**config.mk**
```make
export PLATFORM = sky130hd
export DESIGN_NAME = fibonacci_arbiter
export DESIGN_NICKNAME = d
export VERILOG_FILES = /design/src/rtl/fibonacci_arbiter.sv
export SDC_FILE = /design/constraint.sdc
export NUM_CORES = 1
export LEC_CHECK = 0
export BUFFER_PORTS_ARGS = -buffer_cell sky130_fd_sc_hd__buf_2
export CAP_MARGIN = 20
export CELL_PAD_IN_SITES_DETAIL_PLACEMENT = 1
export CELL_PAD_IN_SITES_GLOBAL_PLACEMENT = 1
export CORE_AREA = 3 3 126 67
export DETAILED_ROUTE_END_ITERATION = 8
export DIE_AREA = 0 0 129 70
export MAX_ROUTING_LAYER = met4
export PLACE_DENSITY_LB_ADDON = 0.1
export SYNTH_ARGS = -nofsm -noshare
export SYNTH_HDL_FRONTEND = slang
export SYNTH_SLANG_ARGS = --single-unit
```
**constraint.sdc**
```tcl
create_clock -name clk_i -period 7.53 [get_ports clk_i]
set_input_delay 1.1295 -clock clk_i [delete_from_list [all_inputs] [get_ports clk_i]]
set_output_delay 1.1295 -clock clk_i [all_outputs]
set_load 0.05 [all_outputs]
```
**src/rtl/fibonacci_arbiter.sv**
```systemverilog
// Round-robin front end that shares one fibonacci core among N_REQ requesters,
// sequencing the core handshake and returning a result or an error per request.
module fibonacci_arbiter #(
    parameter int N_REQ       = 4,
    parameter int IDX_W       = 5,
    parameter int DATA_W      = 20,
    parameter int MAX_IDX     = 30,
    parameter int TIMEOUT_CYC = 64
) (
    input  logic                     clk_i,
    input  logic                     rst_i,
    input  logic [N_REQ-1:0]         req_valid_i,
    input  logic [N_REQ*IDX_W-1:0]   req_idx_i,
    output logic [N_REQ-1:0]         req_ready_o,
    output logic [N_REQ-1:0]         rsp_valid_o,
    input  logic [N_REQ-1:0]         rsp_ready_i,
    output logic [DATA_W-1:0]        rsp_data_o,
    output logic                     rsp_err_o,
    output logic                     busy_o,
    output logic                     fib_start_o,
    output logic [IDX_W-1:0]         fib_idx_o,
    input  logic                     fib_ready_i,
    input  logic                     fib_done_i,
    input  logic [DATA_W-1:0]        fib_f_i
);

    localparam int PTR_W = $clog2(N_REQ);
    localparam int TMR_W = $clog2(TIMEOUT_CYC);

    typedef enum logic [1:0] {
        ST_IDLE  = 2'd0,
        ST_ISSUE = 2'd1,
        ST_WAIT  = 2'd2,
        ST_RESP  = 2'd3
    } state_t;

    state_t             state_r;
    state_t             state_s;
    logic [PTR_W-1:0]   rr_ptr_r;
    logic [PTR_W-1:0]   grant_r;
    logic [IDX_W-1:0]   idx_r;
    logic [TMR_W-1:0]   timer_r;
    logic [N_REQ-1:0]   rsp_valid_r;
    logic [DATA_W-1:0]  data_r;
    logic               err_r;

    logic [PTR_W:0]     pick_s;
    logic               grant_vld_s;
    logic [PTR_W-1:0]   grant_idx_s;
    logic [IDX_W-1:0]   req_idx_sel_s;
    logic               bad_idx_s;
    logic               timeout_s;
    logic               rsp_fire_s;

    // Scan downward so the requester closest to ptr (lowest offset) wins.
    function automatic logic [PTR_W:0] rr_pick(input logic [N_REQ-1:0] vld,
                                               input logic [PTR_W-1:0] ptr);
        logic [PTR_W:0] res;
        int             cand;
        res = '0;
        for (int i = N_REQ - 1; i >= 0; i--) begin
            cand = (int'(ptr) + i) % N_REQ;
            if (vld[PTR_W'(cand)]) begin
                res = {1'b1, PTR_W'(cand)};
            end
        end
        return res;
    endfunction

    function automatic logic [N_REQ-1:0] onehot(input logic [PTR_W-1:0] k);
        logic [N_REQ-1:0] res;
        res    = '0;
        res[k] = 1'b1;
        return res;
    endfunction

    assign pick_s        = rr_pick(req_valid_i, rr_ptr_r);
    assign grant_vld_s   = pick_s[PTR_W];
    assign grant_idx_s   = pick_s[PTR_W-1:0];
    assign req_idx_sel_s = req_idx_i[int'(grant_idx_s)*IDX_W +: IDX_W];
    assign bad_idx_s     = (req_idx_sel_s > IDX_W'(MAX_IDX));
    assign timeout_s     = (timer_r == TMR_W'(TIMEOUT_CYC - 1));
    assign rsp_fire_s    = rsp_ready_i[grant_r];

    // Next-state selection; a completion and a timeout in the same cycle both land in RESP.
    always_comb begin
        state_s = state_r;
        case (state_r)
            ST_IDLE: begin
                if (grant_vld_s) begin
                    state_s = bad_idx_s ? ST_RESP : ST_ISSUE;
                end else begin
                    state_s = ST_IDLE;
                end
            end
            ST_ISSUE: begin
                if (fib_ready_i) begin
                    state_s = ST_WAIT;
                end else begin
                    state_s = ST_ISSUE;
                end
            end
            ST_WAIT: begin
                if (fib_done_i || timeout_s) begin
                    state_s = ST_RESP;
                end else begin
                    state_s = ST_WAIT;
                end
            end
            ST_RESP: begin
                if (rsp_fire_s) begin
                    state_s = ST_IDLE;
                end else begin
                    state_s = ST_RESP;
                end
            end
            default: state_s = ST_IDLE;
        endcase
    end

    // Handshake outputs decoded from the current state.
    always_comb begin
        req_ready_o = '0;
        fib_start_o = 1'b0;
        if ((state_r == ST_IDLE) && grant_vld_s) begin
            req_ready_o = onehot(grant_idx_s);
        end else begin
            req_ready_o = '0;
        end
        if ((state_r == ST_ISSUE) && fib_ready_i) begin
            fib_start_o = 1'b1;
        end else begin
            fib_start_o = 1'b0;
        end
    end

    // State register plus request latch, wait timer and response holding registers.
    always_ff @(posedge clk_i) begin
        if (rst_i) begin
            state_r     <= ST_IDLE;
            rr_ptr_r    <= '0;
            grant_r     <= '0;
            idx_r       <= '0;
            timer_r     <= '0;
            rsp_valid_r <= '0;
            data_r      <= '0;
            err_r       <= 1'b0;
        end else begin
            state_r <= state_s;
            case (state_r)
                ST_IDLE: begin
                    if (grant_vld_s) begin
                        grant_r <= grant_idx_s;
                        idx_r   <= req_idx_sel_s;
                        if (bad_idx_s) begin
                            data_r      <= '0;
                            err_r       <= 1'b1;
                            rsp_valid_r <= onehot(grant_idx_s);
                        end
                    end
                end
                ST_ISSUE: begin
                    if (fib_ready_i) begin
                        timer_r <= '0;
                    end
                end
                ST_WAIT: begin
                    timer_r <= timer_r + TMR_W'(1);
                    if (fib_done_i) begin
                        data_r      <= fib_f_i;
                        err_r       <= 1'b0;
                        rsp_valid_r <= onehot(grant_r);
                    end else if (timeout_s) begin
                        data_r      <= '0;
                        err_r       <= 1'b1;
                        rsp_valid_r <= onehot(grant_r);
                    end
                end
                ST_RESP: begin
                    if (rsp_fire_s) begin
                        rsp_valid_r <= '0;
                        rr_ptr_r    <= (grant_r == PTR_W'(N_REQ - 1)) ? '0 : grant_r + PTR_W'(1);
                    end
                end
                default: begin
                    rsp_valid_r <= '0;
                end
            endcase
        end
    end

    assign rsp_valid_o = rsp_valid_r;
    assign rsp_data_o  = data_r;
    assign rsp_err_o   = err_r;
    assign busy_o      = (state_r != ST_IDLE);
    assign fib_idx_o   = idx_r;

endmodule

```
==> impl_metrics.prom <==
# TYPE chip_impl_metric gauge
chip_impl_metric{name="worst_hold_path.num_cells",unit=""} 2
chip_impl_metric{name="core",unit="sq um"} 7320
chip_impl_metric{name="cell_rows",unit=""} 22
chip_impl_metric{name="die_w",unit="microns"} 129
chip_impl_metric{name="seq_area_frac_synth",unit="%"} 35.7
chip_impl_info{name="final_common_cell",value="buf_2"} 1
chip_impl_metric{name="p_leak",unit="nW"} 1.26
chip_impl_metric{name="detailedRoute.firstIterationViolations",unit=""} 86
chip_impl_metric{name="power.density",unit="nW/um^2"} 222
chip_impl_metric{name="worstPathArrival",unit="ns"} 3.07
chip_impl_metric{name="remaining_drc_errors",unit=""} 0
chip_impl_info{name="critical-path-slowest-cell",value="or4b_1"} 1
chip_impl_metric{name="max_slew_margin",unit="%"} 42.8
chip_impl_metric{name="final_critical_path_time_including_i_o_delays_and_setup",unit="ns"} 4.20
chip_impl_metric{name="required",unit="ns"} 6.40
chip_impl_metric{name="post-place-ws",unit="ns"} 3.18
chip_impl_metric{name="detail_route.first_pass.iterations",unit=""} 4
chip_impl_metric{name="first_global_vias",unit=""} 2469
chip_impl_metric{name="synth_fp_nets",unit=""} 349
chip_impl_metric{name="maxSlewViolCount",unit=""} 0
chip_impl_info{name="timing.hold.worst.start",value="fib_idx_o[0]$_SDFFE_PP0P_"} 1
chip_impl_metric{name="grt.overflow.total",unit=""} 0
chip_impl_metric{name="setup-violations-final",unit=""} 0
chip_impl_metric{name="syn_area_per_cell",unit="sq um"} 8.06
chip_impl_metric{name="postCtsHoldBufs",unit=""} 0
chip_impl_info{name="clock-root-buffer",value="clkbuf_16"} 1
chip_impl_metric{name="ff2ff_path_depth",unit=""} 6
chip_impl_info{name="timing.critical_path.to_type",value="output port"} 1
chip_impl_metric{name="power.ir.vdd_worst",unit="uV"} 80.6
chip_impl_metric{name="tightest_slew",unit="ns"} 0.850
chip_impl_metric{name="finalHoldViolations",unit=""} 0
chip_impl_info{name="synth_top_cell_by_area",value="dfxtp_1"} 1
chip_impl_metric{name="clock-sinks",unit=""} 42
chip_impl_metric{name="synth-async-reset-ratio",unit="%"} 0
chip_impl_info{name="endpoint_of_the_most_critical_register_to_register_path",value="rsp_valid_o[3]$_SDFFE_PP0P_"} 1
chip_impl_metric{name="ff2ff_setup_slack",unit="ns"} 4.07
chip_impl_metric{name="filler_cell_count",unit=""} 923
chip_impl_metric{name="groute.usage.overall",unit="%"} 17.6
chip_impl_metric{name="clk-insertion-delay-late",unit="ns"} 0.29
chip_impl_metric{name="crit_fanout",unit=""} 14
chip_impl_info{name="rsz0062_at_grt",value="no"} 1
chip_impl_metric{name="antenna_cells_inserted",unit=""} 0
chip_impl_metric{name="ant_nets",unit=""} 0
chip_impl_metric{name="chipHeight",unit="microns"} 70
chip_impl_metric{name="synthCells",unit=""} 292
chip_impl_info{name="critical_path.cell_chain",value="buf_2 -> nor2b_1 -> or4b_1 -> nand2_1 -> nand2_1 -> nor2_1 -> buf_2"} 1
chip_impl_metric{name="timing.setup.tns",unit="ns"} 0
chip_impl_metric{name="place_hpwl",unit="microns"} 5560
chip_impl_metric{name="flow.area_growth_from_synthesis",unit="%"} 26.9
chip_impl_metric{name="cts_htree_levels",unit=""} 2
chip_impl_info{name="run_status",value="finished clean"} 1
chip_impl_metric{name="synth_warnings",unit=""} 0
chip_impl_metric{name="post-route-period-util",unit="%"} 55.8
chip_impl_metric{name="final_layout_size_suffix_gt1_share",unit="%"} 28.6
chip_impl_metric{name="floorplan.die_area",unit="sq um"} 9030
chip_impl_metric{name="multi_input_comb_area",unit="sq um"} 1400
chip_impl_metric{name="grt_pass1_wl",unit="microns"} 12400
chip_impl_info{name="holdPathEnd",value="fib_idx_o[0]$_SDFFE_PP0P_"} 1
chip_impl_metric{name="clock_path_buffers",unit=""} 2
chip_impl_metric{name="synth-seq-cells",unit=""} 42
chip_impl_info{name="synth_flop_type",value="dfxtp_1"} 1
chip_impl_metric{name="nNetsFinal",unit=""} 420
chip_impl_metric{name="io_buffer_count",unit=""} 87
chip_impl_info{name="netlist_top_cells_area",value="dfxtp_1 36%, a21oi_1 7.2%, a22oi_1 6.4%"} 1
chip_impl_metric{name="max_incr_delay_on_cp",unit="ns"} 0.76
chip_impl_info{name="regToRegStartpoint",value="rr_ptr_r[1]$_SDFFE_PP0P_"} 1
chip_impl_info{name="worst_setup_path_start_kind",value="input port"} 1
chip_impl_info{name="min_path_type",value="reg2reg"} 1
chip_impl_metric{name="cts.repair.resized",unit=""} 0
chip_impl_metric{name="initial_core_utilization",unit="%"} 32.1
chip_impl_metric{name="antenna_violations_before_repair",unit=""} 0
chip_impl_metric{name="synth.lib_cells_used.distinct",unit=""} 44
chip_impl_metric{name="route.detailed.wl_per_inst",unit="microns"} 16.8
chip_impl_metric{name="postCtsSetupRepairBufs",unit=""} 0
chip_impl_metric{name="post_drt_via_cell_ratio",unit=""} 5.42
chip_impl_metric{name="clk_pin_slew_worst_paths",unit="ns"} 0.06
chip_impl_metric{name="grt_start_max_net_pins",unit=""} 40
chip_impl_metric{name="synthesis.area",unit="sq um"} 2350
chip_impl_metric{name="timing.fmax",unit="GHz"} 0.238
chip_impl_metric{name="synth.top_cell.area_share",unit="%"} 35.7
chip_impl_info{name="crit_type",value="in2out"} 1
chip_impl_metric{name="final_critical_path_setup_slack",unit="ns"} 3.33
chip_impl_metric{name="setup_clock_skew_after_layout",unit="ns"} 0.00822
chip_impl_metric{name="cap_viol_max_count",unit=""} 0
chip_impl_info{name="most-common-layout-cells",value="87 x buf_2, 42 x dfxtp_1, 37 x nand2_1"} 1
chip_impl_metric{name="route.final.wire_length",unit="microns"} 7720
chip_impl_info{name="cts_tree",value="yes"} 1
chip_impl_metric{name="ios",unit=""} 88
chip_impl_metric{name="ff_latch_area",unit="sq um"} 841
chip_impl_metric{name="cts_inserted_buffers",unit=""} 5
chip_impl_metric{name="vias",unit=""} 2492
chip_impl_metric{name="synth-edff-count",unit=""} 0
chip_impl_metric{name="routabilityCongestion",unit=""} 0.877
## metal layers
metal  track usage, %  vias up  routed length [microns]
met5                -        -                        0
met4             3.84        0                       73
met1             24.2     1186                     3880
li1                 -     1229                        -
met3             3.97        8                      417
met2             26.3       69                     3350
## worst max-delay path, delay by kind of cell
kind,cells,cell delay (ns)
and+or+nand+nor,5,1.54
buffers and inverters,2,0.39
## report_power, final
| group | internal, W | leakage, nW | switching, W | total [W] |
|---|---|---|---|---|
| registers | 0.000235 | 0.341 | 0.0000142 | 0.000249 |
| logic | 0.0000488 | 0.837 | 0.000117 | 0.000166 |
| clock network | 0.000157 | 0.0771 | 0.0000914 | 0.000248 |
## Yosys cell counts (all sizes together) (3+ instances only)
library cell and instances:
a21bo 4, a21oi 34, a22oi 20, nor3b 4
nor2b 6, nor4 7, o211ai 20, nand2 37
nand3 9, and2 4, ha 5, clkbuf 21
a32oi 4, nor2 21, dfxtp 42, inv 5
mux2i 8, a31oi 3, o21ai 4, a221oi 4
nor3 7
## stage by stage
| step | hold WS (ns) | total power [W] | cell area, sq um | utilization (%) | instances |
|---|---|---|---|---|---|
| after floorplan | 0.440 | 0.000372 | 2350 | - | 292 |
| after global placement | 0.443 | 0.000418 | 2820 | 38.5 | 452 |
| after detailed placement | 0.458 | 0.000422 | 2820 | 38.5 | 452 |
| after CTS | 0.465 | 0.000671 | 2990 | 40.8 | 460 |
| after global routing | 0.494 | 0.000694 | 2990 | 40.8 | 460 |
| final | 0.461 | 0.000663 | 2990 | 40.8 | 460 |
## state kept, by name, indices dropped and copies added, names as in the netlist
register	cells
grant_r	2
rsp_valid_o	4
fib_idx_o	5
timer_r	6
state_r	2
rr_ptr_r	2
rsp_err_o	1
rsp_data_o	20
## layout make-up
class,count,share of cell area [%]
repair buffers,87,14.6
multi-input cells,221,46.9
flip-flops and latches,42,28.2
clock inverters,2,1.26
clock buffers,6,4.32
inverters,6,0.754
well taps,96,4.02
## cells by family (layout without fill, tap and decap cells)
kind of cell	Yosys count	in the layout	share of synthesized area, %
adder cells (fa/ha/maj)	5	5	2.66
XOR/XNOR	1	1	0.372
buffers and inverters	29	101	4.73
AO/OA/AOI/OAI	102	102	30.0
flip-flops	42	42	35.7
multiplexers	11	11	5.48
AND/OR/NAND/NOR	102	102	21.0
## worst max path at each step
| stage | start | slack (ns) | endpoint |
|---|---|---|---|
| after floorplan | req_valid_i[2] | 3.31 | req_ready_o[0] |
| after global placement | req_valid_i[2] | 3.28 | rsp_valid_o[3]$_SDFFE_PP0P_ |
| after detailed placement | req_valid_i[2] | 3.18 | rsp_valid_o[3]$_SDFFE_PP0P_ |
| after CTS | req_valid_i[2] | 3.33 | req_ready_o[3] |
| after global routing | req_valid_i[2] | 3.17 | req_ready_o[3] |
| final | req_valid_i[2] | 3.33 | req_ready_o[1] |
Power figures use the tool's default switching activity.
